--- config.mk ---
export PLATFORM = sky130hd
export DESIGN_NAME = ram_ctrl
export DESIGN_NICKNAME = d
export VERILOG_FILES = /design/src/rtl/ram_ctrl.sv
export SDC_FILE = /design/constraint.sdc
export NUM_CORES = 1
export LEC_CHECK = 0
export ABC_CLOCK_PERIOD_IN_PS = 1900
export BUFFER_PORTS_ARGS = -buffer_cell sky130_fd_sc_hd__buf_2
export CAP_MARGIN = 20
export CORE_ASPECT_RATIO = 1.25
export CORE_MARGIN = 3
export CORE_UTILIZATION = 40
export DETAILED_ROUTE_END_ITERATION = 7
export GPL_ROUTABILITY_DRIVEN = 0
export PLACE_DENSITY_LB_ADDON = 0.25
export SYNTH_ARGS = -nofsm -noshare
export SYNTH_HDL_FRONTEND = slang
export SYNTH_SLANG_ARGS = --single-unit
export TNS_END_PERCENT = 10
--- constraint.sdc ---
create_clock -name clk -period 1.9 [get_ports clk]
set_input_delay 0.285 -clock clk [delete_from_list [all_inputs] [get_ports clk]]
set_output_delay 0.285 -clock clk [all_outputs]
set_load 0.03 [all_outputs]
--- src/rtl/ram_ctrl.sv ---
// RAM access sequencer for a 4-bit x 4K RAM: holds the SRC/DCL pointer, issues
// single-cycle reads/writes and returns read data or ADM/SBM results over valid/ready.
module ram_ctrl #(
  parameter int ADDR_W = 12,
  parameter int BANK_W = 3
) (
  input  logic              clk,
  input  logic              rst,
  input  logic              cmdValid,
  output logic              cmdReady,
  input  logic [3:0]        cmdOp,
  input  logic [7:0]        cmdData,
  input  logic [3:0]        accIn,
  input  logic              carryIn,
  output logic              rspValid,
  input  logic              rspReady,
  output logic [3:0]        rspData,
  output logic              rspCarry,
  output logic [ADDR_W-1:0] ramAddr,
  output logic              ramWe,
  output logic              ramRe,
  output logic [3:0]        ramWData,
  input  logic [3:0]        ramRData
);

  typedef enum logic [1:0] {IDLE, WRITE, READ, RESP} state_t;

  state_t             state_r;
  logic [7:0]         ptr_r;
  logic [BANK_W-1:0]  bank_r;
  logic [3:0]         acc_r;
  logic               carry_r;
  logic [3:0]         op_r;
  logic [ADDR_W-1:0]  addr_s;
  logic [1:0]         n_s;
  logic [4:0]         result_s;

  // Address for the op being presented, built from the pointer/bank held at accept.
  // Status index is op-6 for WRn and op-10 for RDn; both reduce to op[1:0]+2.
  always_comb begin
    n_s = cmdOp[1:0] + 2'd2;
    if ((cmdOp >= 4'd6) && (cmdOp <= 4'd13)) begin
      addr_s = {1'b1, 2'b00, bank_r, ptr_r[7:4], n_s};
    end else begin
      addr_s = {1'b0, bank_r, ptr_r};
    end
  end

  // Read-cycle result: plain data, ADM sum, or SBM sum with inverted operand/borrow.
  always_comb begin
    case (op_r)
      4'd4:    result_s = {1'b0, acc_r} + {1'b0, ramRData} + {4'b0000, carry_r};
      4'd5:    result_s = {1'b0, acc_r} + {1'b0, ~ramRData} + {4'b0000, ~carry_r};
      default: result_s = {1'b0, ramRData};
    endcase
  end

  // Sequencer FSM with all outputs registered.
  always_ff @(posedge clk or posedge rst) begin
    if (rst) begin
      state_r  <= IDLE;
      ptr_r    <= 8'h00;
      bank_r   <= '0;
      acc_r    <= 4'h0;
      carry_r  <= 1'b0;
      op_r     <= 4'h0;
      cmdReady <= 1'b1;
      rspValid <= 1'b0;
      rspData  <= 4'h0;
      rspCarry <= 1'b0;
      ramAddr  <= '0;
      ramWe    <= 1'b0;
      ramRe    <= 1'b0;
      ramWData <= 4'h0;
    end else begin
      ramWe <= 1'b0;
      ramRe <= 1'b0;
      case (state_r)
        IDLE: begin
          if (cmdValid) begin
            case (cmdOp)
              4'd0: ptr_r  <= cmdData;
              4'd1: bank_r <= cmdData[BANK_W-1:0];
              4'd2, 4'd6, 4'd7, 4'd8, 4'd9: begin
                ramAddr  <= addr_s;
                ramWData <= accIn;
                ramWe    <= 1'b1;
                cmdReady <= 1'b0;
                state_r  <= WRITE;
              end
              4'd3, 4'd4, 4'd5, 4'd10, 4'd11, 4'd12, 4'd13: begin
                ramAddr  <= addr_s;
                ramRe    <= 1'b1;
                acc_r    <= accIn;
                carry_r  <= carryIn;
                op_r     <= cmdOp;
                cmdReady <= 1'b0;
                state_r  <= READ;
              end
              default: ;
            endcase
          end
        end
        WRITE: begin
          cmdReady <= 1'b1;
          state_r  <= IDLE;
        end
        READ: begin
          rspData  <= result_s[3:0];
          rspCarry <= result_s[4];
          rspValid <= 1'b1;
          state_r  <= RESP;
        end
        RESP: begin
          if (rspReady) begin
            rspValid <= 1'b0;
            cmdReady <= 1'b1;
            state_r  <= IDLE;
          end
        end
        default: begin
          cmdReady <= 1'b1;
          rspValid <= 1'b0;
          state_r  <= IDLE;
        end
      endcase
    end
  end

endmodule

==> results of run 1 <==
## critical path: stages, from the launching register on
cell	delay [ns]
dfrtp_1	0.39
inv_2	0.06
fa_2	0.36
inv_2	0.06
fa_1	0.39
mux2i_1	0.13
nor2_1	0.05
a21oi_1	0.12
o21ai_1	0.07
## kinds of logic after synthesis
logic type	after synthesis	share of synthesized area
buffers and inverters	25	0.04876
muxes	26	0.1175
AOI/OAI and AO/OA	43	0.09911
xor gates and xnor gates	2	0.01049
DFF	47	0.4934
and+or+nand+nor	80	0.1573
adders and majority gates	11	0.07341
## area by class of cell
class,instances,area share
clock buffers,5,0.02379
clock inverters,3,0.02336
inverters,15,0.01946
multi-input cells,162,0.3793
flip-flops and latches,47,0.4070
well taps,64,0.02768
repair buffers,59,0.1194
## layout by cell type, fill, tap and decap left out, types with 2 or more instances in the layout
master	n
buf_2	49
dfrtp_1	46
nand2_1	45
o21ai_0	21
mux2_2	16
nor2_1	15
a21oi_1	11
mux2i_1	10
inv_1	9
buf_4	8
ha_1	6
nor3_1	5
inv_2	5
clkbuf_8	5
o21ai_1	4
nand2b_1	4
fa_1	3
a22oi_1	2
fa_2	2
bufinv_16	2
buf_12	2
## where the power goes
part	internal [mW]	leakage (nW)	total [mW]	switching (mW)
sequential	1.43	0.593	1.72	0.297
combinational	0.769	0.791	1.89	1.12
clock	0.525	0.0644	0.871	0.347
## registers in the layout, summed over array words and instances (netlist names), 2 cells and up
signal / count
op_r: 4
ptr_r: 8
ramWData: 4
state_r: 2
acc_r: 4
rspData: 4
bank_r: 3
ramAddr: 12
## routing by layer
metal  up-vias  global-route usage
met4         0             0.04451
li1        893                   -
met2        36              0.2376
met3         7             0.03583
met5         -                   0
met1       822              0.1800
## final timing paths
kind,startpoint,end,cells after the start
max,carry_r,rspData[1],8
min,rst,ramWData[3],2
max reg2reg,carry_r,rspData[1],8
min reg2reg,rspData[0],rspData[0],2
max in group asynchronous,rst,ptr_r[1],3
min in group clk,accIn[3],acc_r[3],3
## cells in the mapped netlist, drive strengths merged, types with 2 or more instances
cell type   n
nand2      45
xnor2       2
nand2b      5
fa          5
ha          6
dfrtp      46
nor2       16
o21ai      25
inv        14
a22oi       2
nor3        5
a21oi      11
buf         5
mux2i      10
mux2       16
clkbuf      5
## repair_timing
item | CTS | global route
resized for setup | 0 | 8
buffers inserted | 0 | 2
hold buffers | 0 | 0
endpoints found under the setup margin | 0 | 3
## metrics by stage
step	setup TNS (ns)	total power [mW]	setup WS, ns
2_1_floorplan	0	3.071	0.1366
3_3_place_gp	0	3.567	0.01962
5_1_grt	-0.01376	4.856	-0.01376
6_report	0	4.486	0.1468
4_1_cts	0	4.503	0.04660
3_5_place_dp	-0.005757	3.615	-0.005757
==> results.md, run 1 <==
* Die Span Y at 92.35 um
* CTS tree: done
* Pwr Density at 1551 mW/mm2
* Met1 Wirelength at 2009 um
* H-tree levels at 2
* Die width at 75.08 um
* Final nets at 326
* Peak supply drop at 0.5635 mV
* Final Util at 0.5172
* Pins Over Slew Limit at 0
* Syn Nets at 270
* Final WL at 4622 um
* Area grow syn2layout at 21.24%
* Grt ovf at 0
* Antenna violations before repair at 0
* Register area at 0.001177 mm2
* Layout cells sized above 1 at 0.3299
* Clock Path Buffers at 2
* Fmax at 570.4 MHz
* CTS Sinks at 47
* Post-DP HPWL at 3496 um
* Filler cell count at 525
* Min Tclk post-route at 1.753 ns
* R2r setup slk at 0.15 ns
* Multi-input logic area at 0.001097 mm2
* Inserted Diodes at 0
* Largest net degree at the start of global routing at 26
* Max_slew headroom at 0.6239
* Number of global-route vias before repair at 1685
* Routed wire length on met2 at 2349 um
* WS Path Type: reg -> reg
* Avg Inst Size Synth at 10.20 um2
* HP Class: in -> async
* Cells after synthesis at 234
* Post-synthesis async set-or-reset flop share at 1.000
* Register clock-pin slew on the reported worst setup and hold paths at 0.09 ns
* Worst Setup End Kind: flip-flop
* Distinct cells, synth at 39
* FF+latch count, synth at 47
* DRC Markers at 0
* Core Area at 0.005593 mm2
* Largest area contributor in the netlist: dfrtp_1
* Largest cells by area after synthesis: dfrtp_1 (48%), mux2_2 (7.6%), nand2_1 (7.1%)
* Antenna viol nets, final at 0
* Final critical-path share of the clock period at 0.9228
* Max_cap viols at 0
* Vias per cell at 4.952
* Maximum fanout along the worst path at 2
* WP data arrival at 1.94 ns
* Gr usage total at 0.1433
* Router iterations before antenna repair at 6
* Synth warn at 0
* Number of synthesized flops with an enable pin at 0
* Post-synthesis sequential area ratio at 0.4934
* Routed length per instance at 13.02 um
* Post-synth top flop: dfrtp_1
* Worst Clk Skew at 0.01006 ns
* Port Buffer Count at 49
* Non-Filler Instances at 355
* Hold Vio Cnt, Final at 0
* DIE AREA at 0.006934 mm2
* Clk_lat worst skew at 0.30 ns
* Placed Instance Area at 0.002736 mm2
* Final setup viols at 0
* Worst slew pin tran at 0.5633 ns
* CP startpoint kind: flip-flop
* Vias after detailed routing at 1758
* Met3 wire len at 207 um
* First-pass GRT wire length at 7714 um
* Uppermost layer routed: met4
* CTS buffer count at 5
* Cell Area, Synth at 0.002386 mm2
* Placed Cells incl. Taps at 345
* Hold_ws at 0.02496 ns
* CTS root buf: clkbuf_8
* Row cnt at 30
* RSZ-0062 raised after global routing: true
* P_leak at 1.448 nW
* Initial Util at 0.4266
* Number of DRC markers in iteration 0 at 73
* Status: finished, final reports clean
* Design Area, Final at 0.002893 mm2
* Worst endpoint required time at 2.08 ns
* Synth top area share at 0.4824
* Boundary pin count at 50
No activity file was read; power rests on OpenSTA's default activity.
==> run 2, diff against run 1 <==
--- a/config.mk
+++ b/config.mk
@@ -5,6 +5,7 @@
 export SDC_FILE = /design/constraint.sdc
 export NUM_CORES = 1
 export LEC_CHECK = 0
+export ABC_AREA = 1
 export ABC_CLOCK_PERIOD_IN_PS = 1900
 export BUFFER_PORTS_ARGS = -buffer_cell sky130_fd_sc_hd__buf_2
 export CAP_MARGIN = 20
==> results.md, run 2 <==
* Die Span Y at 93.75 um (+1.5%)
* Inserted Diodes at 0 (unchanged)
* CP startpoint kind: flip-flop
* Post-DP HPWL at 3995 um (+14%)
* Cell Area, Synth at 0.002464 mm2 (+3.3%)
* DIE AREA at 0.007143 mm2 (+3.0%)
* Row cnt at 31 (+3.3%)
* Clock Path Buffers at 2 (unchanged)
* CP delay by family, top: adder cells
* Peak supply drop at 0.6950 mV (+23%)
* Largest register FFs at 12 (unchanged)
* Filler cell count at 622 (+18%)
* Boundary pin count at 50 (unchanged)
* Post-synthesis sequential area ratio at 0.4779 (-0.01554)
* Number of DRC markers in iteration 0 at 86 (+18%)
* Cell Chain, Critical Path: inv_1 -> fa_1 -> inv_1 -> fa_1 -> or2_2 -> nand3_1 -> a31oi_1
* Most frequent cells in the layout: nand2_1 (70), buf_2 (49), dfrtp_1 (46), inv_1 (32), nor2_1 (20)
* Syn Nets at 321 (+19%)
* Largest net degree at the start of global routing at 26 (unchanged)
* Routed length per instance at 11.97 um (-8.1%)
* Most numerous cell in the Yosys netlist: nand2_1
* Number of global-route vias before repair at 2003 (+19%)
* CTS Sinks at 47 (unchanged)
* FF+latch count, synth at 47 (unchanged)
* CTS root buf: clkbuf_8
* Worst slew pin tran at 0.4990 ns (-0.06432 ns)
* R2r startpoint: carry_r
* Distinct cells, synth at 25 (-36%)
* CP max stage cell: dfrtp_1
* Grt ovf at 0 (unchanged)
* WP data arrival at 1.89 ns (-0.05 ns)
* H-tree levels at 2 (unchanged)
* WS Path Type: reg -> reg
* Reg2reg path depth at 7 (-1)
* DRC Markers at 0 (unchanged)
* Core Area at 0.005896 mm2 (+5.4%)
* Final WL at 5099 um (+10%)
* Max_cap viols at 0 (unchanged)
* Initial Util at 0.4179 (-0.008753)
* Commonest non-fill, non-tap cell in the layout: nand2_1
* Router iterations before antenna repair at 5 (-1)
* Number of synthesized flops with an enable pin at 0 (unchanged)
* Met2 Track Usage GR at 0.2766 (+0.03898)
* Largest area contributor in the netlist: dfrtp_1
* Most instantiated cells after synthesis: nand2_1 (70), dfrtp_1 (46), inv_1 (34)
* Worst Setup End Kind: flip-flop
* Antenna viol nets, final at 0 (unchanged)
* Post-synthesis async set-or-reset flop share at 1.000 (unchanged)
* Hold Vio Cnt, Final at 0 (unchanged)
* CTS buffer count at 5 (unchanged)
* Maximum fanout along the worst path at 3 (+1)
* Final critical-path share of the clock period at 0.8946 (-0.02813)
* Hold_ws at 0.003471 ns (-0.02149 ns)
* Register area at 0.001177 mm2 (unchanged)
* Area grow syn2layout at 17.67%
* First-pass GRT wire length at 8866 um (+15%)
* Synth warn at 0 (unchanged)
* Avg Inst Size Synth at 8.644 um2 (-15%)
* CP bufs+invs at 2 (unchanged)
* Levels on crit path at 7 (-1)
* Setup_tns at 0 ns (unchanged)
* Layout cells sized above 1 at 0.3140 (-0.01594)
* RSZ-0062 raised after global routing: false
* Max_slew headroom at 0.6668 (+0.04294)
* Status: finished, final reports clean
* Clk_lat worst skew at 0.30 ns (about the same)
* Synth top area share at 0.4672 (-0.01519)
* Pins Over Slew Limit at 0 (unchanged)
* Top Registers: ramAddr (12), ptr_r (8)
* Largest cells by area after synthesis: dfrtp_1 (47%), nand2_1 (11%), inv_1 (5.2%)
* Worst endpoint required time at 2.09 ns (about the same)
* Met1 Track Usage GR at 0.1721 (-0.007946)
* Final nets at 379 (+16%)
* P_leak at 1.531 nW (+5.7%)
* Top reg by flops: ramAddr
* Register clock-pin slew on the reported worst setup and hold paths at 0.09 ns (about the same)
* Pwr Density at 1577 mW/mm2 (+1.7%)
* Cells after synthesis at 285 (+22%)
* Vias per cell at 4.817 (-2.7%)
* Antenna violations before repair at 0 (unchanged)
* Final setup viols at 0 (unchanged)
* Multi-input logic area at 0.001095 mm2 (-0.23%)
* Min Tclk post-route at 1.700 ns (-0.05345 ns)
* Post-synth top flop: dfrtp_1
* HP Class: in -> async
* Met3 Use GR at 0.03551 (-0.0003220)
* Gr usage total at 0.1517 (+0.008341)
* GRT Max-Usage Layer: met2
* Crit. Startpoint: carry_r
* CTS tree: done
* Die width at 76.20 um (+1.5%)
* Vias after detailed routing at 2052 (+17%)
* Slowest stage delay, CP at 0.40 ns (about the same)
* Port Buffer Count at 49 (unchanged)
* Worst Clk Skew at 0.006367 ns (-0.003695 ns)
* Fmax at 588.3 MHz (+3.1%)
==> run 2: cell count changes after synthesis, moves of 8 or more <==
| cell | delta |
|---|---|
| nand2_1 | +25 |
| inv_1 | +20 |
| mux2_2 | -16 |
| nand3_1 | +16 |
| o21ai_2 | +13 |
| mux2i_1 | -10 |
| o21ai_0 | -10 |
| a21oi_1 | +8 |
| inv_2 | +8 |
==> run 2: worst register-to-register path: stages, from the launching register on <==
cell     delay (ns)
dfrtp_1        0.40
inv_1          0.12
fa_1           0.18
inv_1          0.06
fa_1           0.38
or2_2          0.31
nand3_1        0.08
a31oi_1        0.07
==> run 2: worst paths after layout <==
| kind | endpoint | slack [ns] |
|---|---|---|
| worst max register to register | rspData[2] | 0.20 |
| max in group asynchronous | rspData[3] | 1.32 |
| worst min-delay path | ptr_r[2] | 0.003 |
| worst min register to register | cmdReady | 0.47 |
| min in group clk | carry_r | 0.21 |
| worst max-delay path | rspData[2] | 0.20 |
==> run 2: cell type report <==
class | count | area share
Sequential cell | 47 | 0.4061
Multi-Input combinational cell | 193 | 0.3776
Timing Repair Buffer | 54 | 0.09754
Inverter | 42 | 0.05438
Tap cell | 82 | 0.03539
Clock buffer | 5 | 0.02374
Clock inverter | 3 | 0.005179
==> run 2: routing by layer <==
metal  wire length (um)  up-vias
met5                  0        -
met4                107        0
met3                260       12
met2               2577       59
met1               2152      962
li1                   -     1019
==> run 2: cell families (layout without fill, tap and decap cells) <==
group,count (synthesis),in the layout,share of synthesized area
compound gates,59,59,0.1513
fa+ha+maj,11,11,0.07110
buf+inv,45,104,0.07770
flops,47,47,0.4779
simple gates,123,123,0.2219
==> run 2: timing repair <==
action,4_1_cts,5_1_grt
resized for setup,0,2
hold buffers,0,0
endpoints found under the setup margin,0,1
setup buffers,0,1
==> run 2: power by group <==
group	switching [mW]	internal [mW]	total, mW	leakage, nW
clock network	0.339	0.253	0.592	0.0477
registers	0.314	1.48	1.80	0.581
logic	1.44	0.741	2.18	0.903
==> run 2: stage by stage <==
step	utilization	instance area (um2)	setup WS [ns]	instances	power, mW
final	0.4917	2899	0.2002	426	4.571
after global routing	0.4917	2899	0.02668	426	4.973
after detailed placement	0.4762	2808	0.1574	417	4.001
after CTS	0.4905	2892	0.1509	425	4.611
after global placement	0.4762	2808	0.1964	417	3.954
after floorplan	-	2464	0.2682	285	3.405
